<file path="src/rtl/alu_top.sv">
// alu_top: registered signed 16-bit ALU (arith/logic/compare/shift units).
// Define ALU_DIV_EN to compile in the signed divider for function 0011.
module alu_top #(
   parameter int width       = 16,
   parameter int arith_width = 2 * width,
   parameter int logic_width = width,
   parameter int cmp_width   = 3,
   parameter int shift_width = width + 1
) (
   input  logic                          clk,
   input  logic                          rst,
   input  logic signed [width-1:0]       a,
   input  logic signed [width-1:0]       b,
   input  logic        [3:0]             alu_func,
   output logic signed [arith_width-1:0] arith_out,
   output logic                          carry_out,
   output logic        [logic_width-1:0] logic_out,
   output logic        [cmp_width-1:0]   cmp_out,
   output logic        [shift_width-1:0] shift_out,
   output logic                          arith_flag,
   output logic                          logic_flag,
   output logic                          cmp_flag,
   output logic                          shift_flag
);

   typedef enum logic [1:0] {
      UNIT_ARITH = 2'b00,
      UNIT_LOGIC = 2'b01,
      UNIT_CMP   = 2'b10,
      UNIT_SHIFT = 2'b11
   } unit_e;

   unit_e unit;
   logic  is_arith;
   logic  is_logic;
   logic  is_cmp;
   logic  is_shift;

   assign unit     = unit_e'(alu_func[3:2]);
   assign is_arith = (unit == UNIT_ARITH);
   assign is_logic = (unit == UNIT_LOGIC);
   assign is_cmp   = (unit == UNIT_CMP);
   assign is_shift = (unit == UNIT_SHIFT);

   logic signed [arith_width-1:0] a_ext;
   logic signed [arith_width-1:0] b_ext;
   logic        [width:0]         add_u;
   logic        [width:0]         sub_u;
   logic signed [arith_width-1:0] div_q;

   assign a_ext = {{(arith_width-width){a[width-1]}}, a};
   assign b_ext = {{(arith_width-width){b[width-1]}}, b};

   // width-bit unsigned carries; sub uses a + ~b + 1
   assign add_u = {1'b0, a} + {1'b0, b};
   assign sub_u = {1'b0, a} + {1'b0, ~b}
                + {{width{1'b0}}, 1'b1};

`ifdef ALU_DIV_EN
   // 32-bit operands keep -32768 / -1 exact
   always_comb begin
      div_q = '0;
      if (b != '0)
         div_q = a_ext / b_ext;
   end
`else
   assign div_q = '0;
`endif

   logic signed [arith_width-1:0] nxt_arith;
   logic                          nxt_carry;
   logic        [logic_width-1:0] nxt_logic;
   logic        [cmp_width-1:0]   nxt_cmp;
   logic        [shift_width-1:0] nxt_shift;
   logic        [3:0]             nxt_flags;
   logic        [3:0]             flags_q;

   always_comb begin
      nxt_arith = '0;
      nxt_carry = 1'b0;
      nxt_logic = '0;
      nxt_cmp   = '0;
      nxt_shift = '0;
      nxt_flags = '0;
      unique case (1'b1)
         is_arith: begin
            nxt_flags = 4'b1000;
            unique case (alu_func[1:0])
               2'b00: begin
                  nxt_arith = a_ext + b_ext;
                  nxt_carry = add_u[width];
               end
               2'b01: begin
                  nxt_arith = a_ext - b_ext;
                  nxt_carry = sub_u[width];
               end
               2'b10: nxt_arith = a_ext * b_ext;
               default: nxt_arith = div_q;
            endcase
         end
         is_logic: begin
            nxt_flags = 4'b0100;
            unique case (alu_func[1:0])
               2'b00: nxt_logic = a & b;
               2'b01: nxt_logic = a | b;
               2'b10: nxt_logic = ~(a & b);
               default: nxt_logic = ~(a | b);
            endcase
         end
         is_cmp: begin
            nxt_flags = 4'b0010;
            unique case (alu_func[1:0])
               2'b01: begin
                  if (a == b)
                     nxt_cmp = 3'd1;
               end
               2'b10: begin
                  if (a > b)
                     nxt_cmp = 3'd2;
               end
               2'b11: begin
                  if (a < b)
                     nxt_cmp = 3'd3;
               end
               default: nxt_cmp = '0;
            endcase
         end
         is_shift: begin
            nxt_flags = 4'b0001;
            unique case (alu_func[1:0])
               2'b00: nxt_shift = {1'b0, a} >> 1;
               2'b01: nxt_shift = {a, 1'b0};
               2'b10: nxt_shift = {1'b0, b} >> 1;
               default: nxt_shift = {b, 1'b0};
            endcase
         end
         default: nxt_flags = '0;
      endcase
   end

   always_ff @(posedge clk or negedge rst) begin
      if (!rst) begin
         arith_out <= '0;
         carry_out <= 1'b0;
         logic_out <= '0;
         cmp_out   <= '0;
         shift_out <= '0;
         flags_q   <= '0;
      end else begin
         arith_out <= nxt_arith;
         carry_out <= nxt_carry;
         logic_out <= nxt_logic;
         cmp_out   <= nxt_cmp;
         shift_out <= nxt_shift;
         flags_q   <= nxt_flags;
      end
   end

   assign arith_flag = flags_q[3];
   assign logic_flag = flags_q[2];
   assign cmp_flag   = flags_q[1];
   assign shift_flag = flags_q[0];

endmodule

</file>
<file path="config.mk">
export PLATFORM = sky130hd
export DESIGN_NAME = alu_top
export DESIGN_NICKNAME = d
export VERILOG_FILES = /design/src/rtl/alu_top.sv
export SDC_FILE = /design/constraint.sdc
export NUM_CORES = 1
export LEC_CHECK = 0
export ABC_AREA = 1
export CAP_MARGIN = 20
export CORE_MARGIN = 5
export CORE_UTILIZATION = 35
export CTS_CLUSTER_DIAMETER = 120
export DETAILED_ROUTE_END_ITERATION = 6
export GPL_ROUTABILITY_DRIVEN = 0
export PLACE_DENSITY = 0.51
export SKIP_CTS_REPAIR_TIMING = 1
export SLEW_MARGIN = 0
export SYNTH_ARGS = -nofsm -noshare
export SYNTH_HDL_FRONTEND = slang
export SYNTH_SLANG_ARGS = --single-unit
</file>
<file path="constraint.sdc">
create_clock -name clk -period 1.6 [get_ports clk]
set_clock_uncertainty 0.2 [all_clocks]
set_input_delay 0.32 -clock clk [delete_from_list [all_inputs] [get_ports clk]]
set_output_delay 0.32 -clock clk [all_outputs]
set_load 0.005 [all_outputs]
</file>
**After elaboration in Yosys (flattened, before gate mapping)**

Cells that the tools add are included.

- Register bits: 73
- Output and inout bits: 73

- Add/sub/neg operators: 5
- Multiply operators: 1
- $lt $le $gt $ge: 2
- Equal/unequal tests: 7
- Multiplexer cells: 14
- Bitwise logic cells: 5
- Reductions and logical operators: 2

Operators with widths:

| operator | count |
|---|---|
| one-hot mux 32 bit (3 select lines) | 1 |
| adder 16 x 16 -> 17 bit | 3 |
| one-hot mux 17 bit (3 select lines) | 1 |
| inverter 16 bit | 3 |
| one-hot mux 16 bit (3 select lines) | 1 |
| multiplier 16 x 16 -> 32 bit | 1 |
| two-way mux 32 bit | 1 |
| adder 17 x 1 -> 17 bit (second input constant) | 1 |
| two-way mux 17 bit | 1 |
| subtractor 16 x 16 -> 17 bit | 1 |
| AND 16 bit | 1 |
| equality test 16 bit | 1 |
| > comparator 16 bit | 1 |
| less-than comparator 16 bit | 1 |
| two-way mux 16 bit | 1 |
| OR 16 bit | 1 |
| one-hot mux 4 bit (4 select lines) | 1 |
| one-hot mux 3 bit (3 select lines) | 1 |
| equality test 2 bit (second input constant) | 4 |
| equality test 2 x 1 -> 1 bit (second input constant) | 2 |
| logical NOT 2 bit | 2 |
| two-way mux 2 bit | 2 |
| two-way mux 3 bit | 1 |
| two-way mux 1 bit | 2 |
| one-hot mux 1 bit (2 select lines) | 1 |

**Logic depth before layout (Yosys ltp)**

Gate-level depths: netlist (run 1).

- Depth after elaboration: 5
- Mapped depth: 28

**Least setup slack after synthesis (run 1)**

No wires, ideal clock.

- Path type: input -> register
- Start: input port b[3]
- End: register arith_out[23]
- Library setup time: 0.132 ns
- Arrival time: 5.463 ns
- Data required time: 1.268 ns
- Setup slack: -4.195 ns
- Cell stages on the path: 24
- Path buffers: 2
- Path through: clkbuf_1 clkbuf_1 nand2_1 inv_1 fa_1 fa_1 fa_1 fa_1 fa_1 inv_1 fa_1 inv_1 ha_1 nand2_1 nor2_1 inv_1 nor2_1 nand3_1 nand4_1 nand2_1 nand2_1 nor2_1 nor2_1 nor2_1

- Cells in the longest elaborated chain, start to end: 3
- Elaborated cells on any way between the ends: 5
- Classes of those cells: 2 x add/sub; 1 x mul; 2 x mux

Ends and longest elaborated chain:

| element | line | RTL |
|---|---|---|
| start: declaration | 13 | `input logic signed [width-1:0] b,` |
| multiplier 16 x 16 -> 32 bit (tied with other cells) | 97 | `2'b10: nxt_arith = a_ext * b_ext;` |
| one-hot mux 32 bit (3 select lines) * | 88 | `unique case (alu_func[1:0])` |
| two-way mux 32 bit * | 85 | `unique case (1'b1)` |
| via nxt_arith[23] | 70 | `logic signed [arith_width-1:0] nxt_arith;` |
| end signal: assignment | 150 | `arith_out <= nxt_arith;` |
| end: declaration | 15 | `output logic signed [arith_width-1:0] arith_out,` |

Mark *: on every way through the listed nets, which the timed path passes. The rest lies on a longest branch.

**Final worst setup path (run 1)**

- Start: input port a[15]
- End: register arith_out[31]

- Cells in the longest elaborated chain, start to end: 3
- Elaborated cells on any way between the ends: 5
- Classes of those cells: 2 x add/sub; 1 x mul; 2 x mux

Ends and longest elaborated chain:

| element | line | RTL |
|---|---|---|
| start: declaration | 12 | `input logic signed [width-1:0] a,` |
| multiplier 16 x 16 -> 32 bit (tied with other cells) | 97 |  |
| one-hot mux 32 bit (3 select lines) * | 88 |  |
| two-way mux 32 bit * | 85 |  |
| via nxt_arith[31] | 70 |  |

Marks and branches as above.

==> flow_metrics.env, run 1 <==
export IMPL_overflow=0
export IMPL_status="complete, but fails checks"
export IMPL_avgRoutedWirePerCell_um=19.85
export IMPL_antenna_left=0
export IMPL_nets=3138
export IMPL_die_w_um=224.2
export IMPL_fill_cells=4229
export IMPL_drt_initial_drc_count=1137
export IMPL_cts_tree="built"
export IMPL_syn_area_sq_um=16070
export IMPL_numPortBuffers=109
export IMPL_cp_end_kind="flip-flop"
export IMPL_synth_ff_type="dfrtp_1"
export IMPL_min_period_over_period=3.402
export IMPL_synth_top_area_share=0.3290
export IMPL_via_per_inst=4.872
export IMPL_worst_slew_pin_slew_ns=0.5048
export IMPL_synth_cell_types=43
export IMPL_diodes=0
export IMPL_ys_top_cells_by_area="fa_1 (33%), inv_1 (14%), nand2_1 (13%), dfrtp_1 (11%), ha_1 (10%)"
export IMPL_area_growth_pct=54.94
export IMPL_multi_input_area_sq_um=13930
export IMPL_clockBufferDepth=2
export IMPL_holdPathEnd="logic_out[2]$_DFF_PN0_"
export IMPL_fmax_mhz=183.7
export IMPL_maxSlewHeadroom=0.6599
export IMPL_synth_area_leader_cell="fa_1"
export IMPL_rows=78
export IMPL_utilization=0.5485
export IMPL_clock_sinks=72
export IMPL_ioPinCount=111
export IMPL_grt_pass1_wl_um=93260
export IMPL_die_h_um=224.2
export IMPL_path_clk_slew_ns=0.07
export IMPL_core_sq_um=45380
export IMPL_setup_viol=35
export IMPL_drt_total_wl_um=65710
export IMPL_h_tree_depth=3
export IMPL_rsz0062_at_grt="yes"
export IMPL_cap_violations=0
export IMPL_grt_max_degree=73
export IMPL_layout_setup_ws_ns=-3.844
export IMPL_cp_required_ns=1.70
export IMPL_violations="negative setup slack"
export IMPL_cp_startpoint="a[15]"
export IMPL_drive_gt1_frac=0.3745
export IMPL_syn_nets=2649
export IMPL_die_area_sq_um=50290
export IMPL_synth_cells=2216
export IMPL_fin_crit_ns=5.444
export IMPL_seq_area_frac_synth=0.1121
export IMPL_min_from="alu_func[1]"
export IMPL_arrival_ns=5.54
export IMPL_fin_hold_ws_ns=0.1714
export IMPL_async_flop_share=1.000
export IMPL_finalHoldViolCount=0
export IMPL_tns_ns=-100.22
export IMPL_hold_depth=3
export IMPL_drt_pass1_iterations=7
export IMPL_track_usage=0.2392
export IMPL_worst_path_largest_cell_delay_ns=0.62
export IMPL_cts_root_buf="clkbuf_16"
export IMPL_start_util=0.3540
export IMPL_grt_pass1_vias=16110
export IMPL_critPathMaxFanout=5
export IMPL_synth_edf_count=0
export IMPL_via_count=16130
export IMPL_ys_warn_count=0
export IMPL_dpl_hpwl_um=50750
export IMPL_ys_seq_elements=72
export IMPL_antenna_found_initial=1
export IMPL_drv_slew=0
export IMPL_slowest_stage="fa_2"
export IMPL_hold_class="input port to flip-flop"
export IMPL_crit_type="input port to flip-flop"
export IMPL_critPathLaunchType="input port"
export IMPL_route_detailed_drc=0
export IMPL_cts_buffers=9
export IMPL_register_area_sq_um=1802
export IMPL_synth_area_per_cell_sq_um=7.250
critical path, delay by kind of cell:
kind | cells | cell delay [ns]
fa+ha+maj | 7 | 3.54
simple gates | 9 | 0.79
buf+inv | 9 | 0.74
compound gates | 1 | 0.15
flip-flops by register name (all words and copies together), names as in the netlist:
name,flops
carry_out,1
shift_out,17
flags_q,4
arith_out,32
logic_out,16
cmp_out,2
worst max path at each step:
stage	endpoint	slack (ns)
2_1_floorplan	arith_out[31]$_DFF_PN0_	-3.71
3_3_place_gp	arith_out[31]$_DFF_PN0_	-4.87
3_5_place_dp	arith_out[31]$_DFF_PN0_	-4.81
4_1_cts	arith_out[31]$_DFF_PN0_	-4.46
5_1_grt	arith_out[31]$_DFF_PN0_	-4.02
6_report	arith_out[31]$_DFF_PN0_	-3.84
through the flow:
step / cell area [sq um] / setup WS (ns) / cells
after floorplan: 17490 / -3.706 / 2216
after global placement: 21360 / -4.868 / 3184
after detailed placement: 21360 / -4.806 / 3184
after CTS: 21670 / -4.464 / 3200
after global routing: 24890 / -4.020 / 3310
final: 24890 / -3.844 / 3310
placed cells by master (no fill, tap or decap), drive strengths merged, types with 2 or more instances in the layout:
master,n
o21ai,91
fa,264
clkinvlp,2
nand3,92
or2,3
a21oi,118
o21bai,11
dfrtp,72
ha,131
buf,472
nand3b,10
nor3,16
o221ai,4
a221oi,4
nand2,548
nand4,17
o211ai,2
nor2,125
o22ai,11
nor4,3
clkdlybuf4s50,2
inv,594
dlymetal6s2s,76
clkbuf,30
cells in the mapped netlist (3+ instances only):
cell type and n:
nor4_1 3, nand2_2 7, o21bai_1 11, a221oi_1 4, or2_2 3, clkbuf_1 72, buf_4 5, inv_1 581
o21ai_0 90, nand4_1 17, o221ai_1 4, ha_1 131, fa_1 264, nand3_1 90, a21oi_2 7, o22ai_1 11
dfrtp_1 72, nor2_1 120, buf_1 3, nand2_1 540, buf_2 14, inv_2 8, nor3_1 14, nand3b_1 10
a21oi_1 111, nor2_2 3
per-layer routing:
| layer | routed length (um) | GRT usage | up-vias |
|---|---|---|---|
| li1 | - | - | 7535 |
| met1 | 27740 | 0.3227 | 7953 |
| met2 | 31610 | 0.4158 | 522 |
| met3 | 4310 | 0.03158 | 114 |
| met4 | 2038 | 0.04930 | 2 |
| met5 | 7 | 0 | - |
cell families after synthesis:
family / after synthesis / share of synthesized area
xor gates and xnor gates: 2 / 0.001091
DFF: 72 / 0.1121
adders and majority gates: 395 / 0.4310
buffers and inverters: 685 / 0.1626
other: 1 / 0.0002334
and+or+nand+nor: 817 / 0.2099
AOI/OAI and AO/OA: 244 / 0.08302
cell type report:
type                    count  area share
clock buffers               9    0.009048
clock inverters             7    0.003418
inverters                 591     0.09164
multi-input cells        1459      0.5598
flip-flops and latches     72     0.07238
well taps                 600     0.03016
repair buffers            572      0.2336
Power of run 1 is left out: the tool's default activity adds up to more than one toggle a clock period on the data nets, which glitch-free logic cannot reach.
==> run 2: changes to the inputs <==
--- a/config.mk
+++ b/config.mk
@@ -7,11 +7,14 @@
 export LEC_CHECK = 0
 export ABC_AREA = 1
 export CAP_MARGIN = 20
+export CORE_ASPECT_RATIO = 2
 export CORE_MARGIN = 5
 export CORE_UTILIZATION = 35
+export CTS_BUF_LIST = sky130_fd_sc_hd__clkbuf_8
 export CTS_CLUSTER_DIAMETER = 120
 export DETAILED_ROUTE_END_ITERATION = 6
 export GPL_ROUTABILITY_DRIVEN = 0
+export GPL_TIMING_DRIVEN = 0
 export PLACE_DENSITY = 0.51
 export SKIP_CTS_REPAIR_TIMING = 1
 export SLEW_MARGIN = 0
==> flow_metrics.env, run 2 (same netlist as run 1, synthesis figures left out) <==
export IMPL_violations="negative setup slack"
export IMPL_clockBufferDepth=2
export IMPL_min_period_over_period=3.445
export IMPL_top_regs="arith_out (32), shift_out (17), logic_out (16)"
export IMPL_via_count=15600
export IMPL_arrival_ns=5.65
export IMPL_overflow=0
export IMPL_largest_reg_flops=32
export IMPL_area_growth_pct=41.19
export IMPL_antenna_found_initial=2
export IMPL_finalHoldViolCount=0
export IMPL_route_detailed_drc=0
export IMPL_cts_root_buf="clkbuf_8"
export IMPL_via_per_inst=5.140
export IMPL_drt_initial_drc_count=805
export IMPL_grt_pass1_vias=16320
export IMPL_die_w_um=161.5
export IMPL_critPathMaxFanout=8
export IMPL_fmax_mhz=181.4
export IMPL_h_tree_depth=3
export IMPL_grt_max_degree=51
export IMPL_fin_crit_ns=5.513
export IMPL_stdcell_area_sq_um=22680
export IMPL_worst_slew_pin_slew_ns=0.6210
export IMPL_fill_cells=4443
export IMPL_cp_required_ns=1.74
export IMPL_place_inst=2891
export IMPL_hold_class="input port to flip-flop"
export IMPL_layout_common_cells="inv_1 (476), nand2_1 (439), fa_1 (231)"
export IMPL_cts_buffers=9
export IMPL_place_area_sq_um=19310
export IMPL_grt_pass1_wl_um=99350
export IMPL_cap_violations=0
export IMPL_final_common_cell="inv_1"
export IMPL_path_clk_slew_ns=0.08
export IMPL_slowest_stage="fa_2"
export IMPL_rows=111
export IMPL_utilization=0.4964
export IMPL_critPathLaunchType="input port"
export IMPL_core_sq_um=45690
export IMPL_drv_slew=0
export IMPL_nets=2895
export IMPL_die_area_sq_um=50550
export IMPL_status="complete, but fails checks"
export IMPL_numPortBuffers=108
export IMPL_register_area_sq_um=1802
export IMPL_setup_viol=33
export IMPL_antenna_left=0
export IMPL_clock_sinks=72
export IMPL_ioPinCount=111
export IMPL_multi_input_area_sq_um=13700
export IMPL_drt_pass1_iterations=7
export IMPL_instances_no_fill=3034
export IMPL_crit_type="input port to flip-flop"
export IMPL_rsz0062_at_grt="yes"
export IMPL_dpl_hpwl_um=56570
export IMPL_drive_gt1_frac=0.2923
export IMPL_drt_total_wl_um=70570
export IMPL_die_h_um=313.0
export IMPL_top_register="arith_out"
export IMPL_cts_tree="built"
export IMPL_worst_path_largest_cell_delay_ns=0.61
export IMPL_cp_end_kind="flip-flop"
export IMPL_track_usage=0.2713
export IMPL_avgRoutedWirePerCell_um=23.26
export IMPL_maxSlewHeadroom=0.5817
export IMPL_start_util=0.3516
export IMPL_layout_setup_ws_ns=-3.913
-- run 2: changes by cell type in the layout (fill, tap and decap cells not counted), sizes merged --
cell,before,now
bufinv,1,2
diode,0,2
buf,472,214
clkbuf,30,49
clkinv,1,4
dlymetal6s2s,76,74
inv,594,588
-- run 2: cell type report --
class                      instances  area share
multi-input combinational       1459      0.6039
timing repair buffer             235      0.1158
inverter                         591      0.1003
sequential                        72     0.07943
buffer                            94     0.05897
tap                              565     0.03117
clock buffer                      11    0.006674
clock inverter                     5    0.003475
antenna                            2   0.0002206
-- run 2: path summary, 6_finish.rpt --
path,start,end,slack [ns],cells after the start
max in group asynchronous,rst,shift_out[1]$_DFF_PN0_,0.49,3
worst min-delay path,b[15],shift_out[16]$_DFF_PN0_,0.13,3
min in group asynchronous,rst,arith_out[15]$_DFF_PN0_,0.14,2
worst max-delay path,a[15],arith_out[31]$_DFF_PN0_,-3.91,27
-- run 2: per-layer routing --
metal	vias to the layer above	global-route usage	part of all wire
met5	-	0	0
met3	315	0.04144	0.045
met1	7582	0.2411	0.30
met2	646	0.5120	0.54
met4	0	0.2453	0.12
li1	7053	-	-
-- run 2: per-stage QoR --
stage	hold slack, ns	setup slack (ns)	setup TNS [ns]
after floorplan	-0.1756	-3.706	-94.12
after global placement	0.6621	-5.420	-348.69
after detailed placement	0.04022	-5.434	-175.41
after CTS	-0.4110	-5.040	-158.86
after global routing	0.1372	-4.100	-103.77
final	0.1289	-3.913	-99.51
-- run 2: worst max-delay path, delay by kind of cell --
family | cells | cell delay (ns)
AO/OA/AOI/OAI | 1 | 0.16
adder cells (fa/ha/maj) | 7 | 3.59
buffers and inverters | 10 | 0.84
AND/OR/NAND/NOR | 9 | 0.74
Power of run 2 is left out for the same reason.
==> run 3: changes to the inputs <==
--- a/config.mk
+++ b/config.mk
@@ -16,7 +16,9 @@
 export GPL_ROUTABILITY_DRIVEN = 0
 export GPL_TIMING_DRIVEN = 0
 export PLACE_DENSITY = 0.51
+export REMOVE_ABC_BUFFERS = 1
 export SKIP_CTS_REPAIR_TIMING = 1
+export SKIP_LAST_GASP = 1
 export SLEW_MARGIN = 0
 export SYNTH_ARGS = -nofsm -noshare
 export SYNTH_HDL_FRONTEND = slang
==> flow_metrics.env, run 3 (same netlist as run 1, synthesis figures left out) <==
export IMPL_top_regs="arith_out (32), shift_out (17), logic_out (16)"
export IMPL_status="complete, but fails checks"
export IMPL_final_common_cell="inv_1"
export IMPL_hold_class="input port to async pin"
export IMPL_layout_common_cells="inv_1 (515), nand2_1 (459), fa_1 (243)"
export IMPL_ioPinCount=111
export IMPL_worst_slew_pin_slew_ns=0.8932
export IMPL_finalHoldViolCount=72
export IMPL_cts_buffers=9
export IMPL_violations="negative hold slack, negative setup slack"
export IMPL_drt_total_wl_um=59430
export IMPL_slowest_stage="fa_2"
export IMPL_register_area_sq_um=1802
export IMPL_path_clk_slew_ns=0.08
export IMPL_fmax_mhz=187.2
export IMPL_drt_pass1_iterations=7
export IMPL_utilization=0.4727
export IMPL_numPortBuffers=109
export IMPL_overflow=0
export IMPL_worst_path_largest_cell_delay_ns=0.57
export IMPL_die_h_um=313.0
export IMPL_cp_common_cell="fa_1"
export IMPL_antenna_found_initial=0
export IMPL_clockBufferDepth=2
export IMPL_track_usage=0.2246
export IMPL_rsz0062_at_grt="yes"
export IMPL_arrival_ns=5.43
export IMPL_cts_root_buf="clkbuf_8"
export IMPL_nets=2805
export IMPL_multi_input_area_sq_um=13560
export IMPL_fill_cells=4399
export IMPL_cap_violations=0
export IMPL_die_w_um=161.5
export IMPL_drv_slew=0
export IMPL_avgRoutedWirePerCell_um=20.21
export IMPL_via_count=14980
export IMPL_setup_viol=49
export IMPL_dpl_hpwl_um=46390
export IMPL_crit_type="input port to flip-flop"
export IMPL_drive_gt1_frac=0.2382
export IMPL_rows=111
export IMPL_drt_initial_drc_count=842
export IMPL_route_detailed_drc=0
export IMPL_grt_pass1_wl_um=86040
export IMPL_clock_sinks=72
export IMPL_layout_setup_ws_ns=-3.742
export IMPL_fin_crit_ns=5.342
export IMPL_maxSlewHeadroom=0.4045
export IMPL_grt_max_degree=73
export IMPL_critPathLaunchType="input port"
export IMPL_start_util=0.3516
export IMPL_top_register="arith_out"
export IMPL_fin_hold_ws_ns=-0.1408
export IMPL_antenna_left=0
export IMPL_cp_end_kind="flip-flop"
export IMPL_largest_reg_flops=32
export IMPL_die_area_sq_um=50550
export IMPL_cp_required_ns=1.69
export IMPL_core_sq_um=45690
export IMPL_h_tree_depth=3
export IMPL_critPathMaxFanout=6
export IMPL_via_per_inst=5.095
export IMPL_cts_tree="built"
export IMPL_grt_pass1_vias=15120
export IMPL_diodes=0
export IMPL_area_growth_pct=34.45
export IMPL_min_period_over_period=3.339
[run 3: worst max-delay path: cells and delay by family]
kind | cells | cell delay, ns
adder cells (fa/ha/maj) | 7 | 3.31
buffers and inverters | 9 | 0.78
AND/OR/NAND/NOR | 6 | 0.57
AO/OA/AOI/OAI | 3 | 0.42
[run 3: area by class of cell]
class	count	area share
inverter	591	0.1056
clock buffer	11	0.007009
multi-input combinational	1459	0.6278
timing repair buffer	239	0.1410
tap	565	0.03273
clock inverter	4	0.002491
sequential	72	0.08341
[run 3: metal layers]
| layer | vias up | share of wire | global-route usage |
|---|---|---|---|
| met5 | - | 0 | 0 |
| met4 | 0 | 0.078 | 0.1442 |
| met3 | 214 | 0.040 | 0.01710 |
| met2 | 513 | 0.56 | 0.4472 |
| met1 | 7391 | 0.32 | 0.2156 |
| li1 | 6866 | - | - |
[run 3: path summary, 6_finish.rpt]
path,from,to,slack [ns]
worst max-delay path,b[15],arith_out[19]$_DFF_PN0_,-3.74
max in group asynchronous,rst,logic_out[6]$_DFF_PN0_,0.75
worst min-delay path,rst,arith_out[10]$_DFF_PN0_,-0.14
min in group clk,alu_func[1],logic_out[2]$_DFF_PN0_,0.05
[run 3: per-stage QoR]
step | setup slack [ns] | TNS, ns | instances | instance area [sq um]
finish | -3.742 | -100.30 | 2941 | 21600
detailed placement | -6.053 | -222.48 | 2798 | 17510
CTS | -5.629 | -205.64 | 2813 | 17720
floorplan | -3.842 | -93.87 | 2122 | 15680
global placement | -5.992 | -393.61 | 2796 | 17470
global route | -3.865 | -106.01 | 2941 | 21600
Power of run 3 is left out for the same reason.
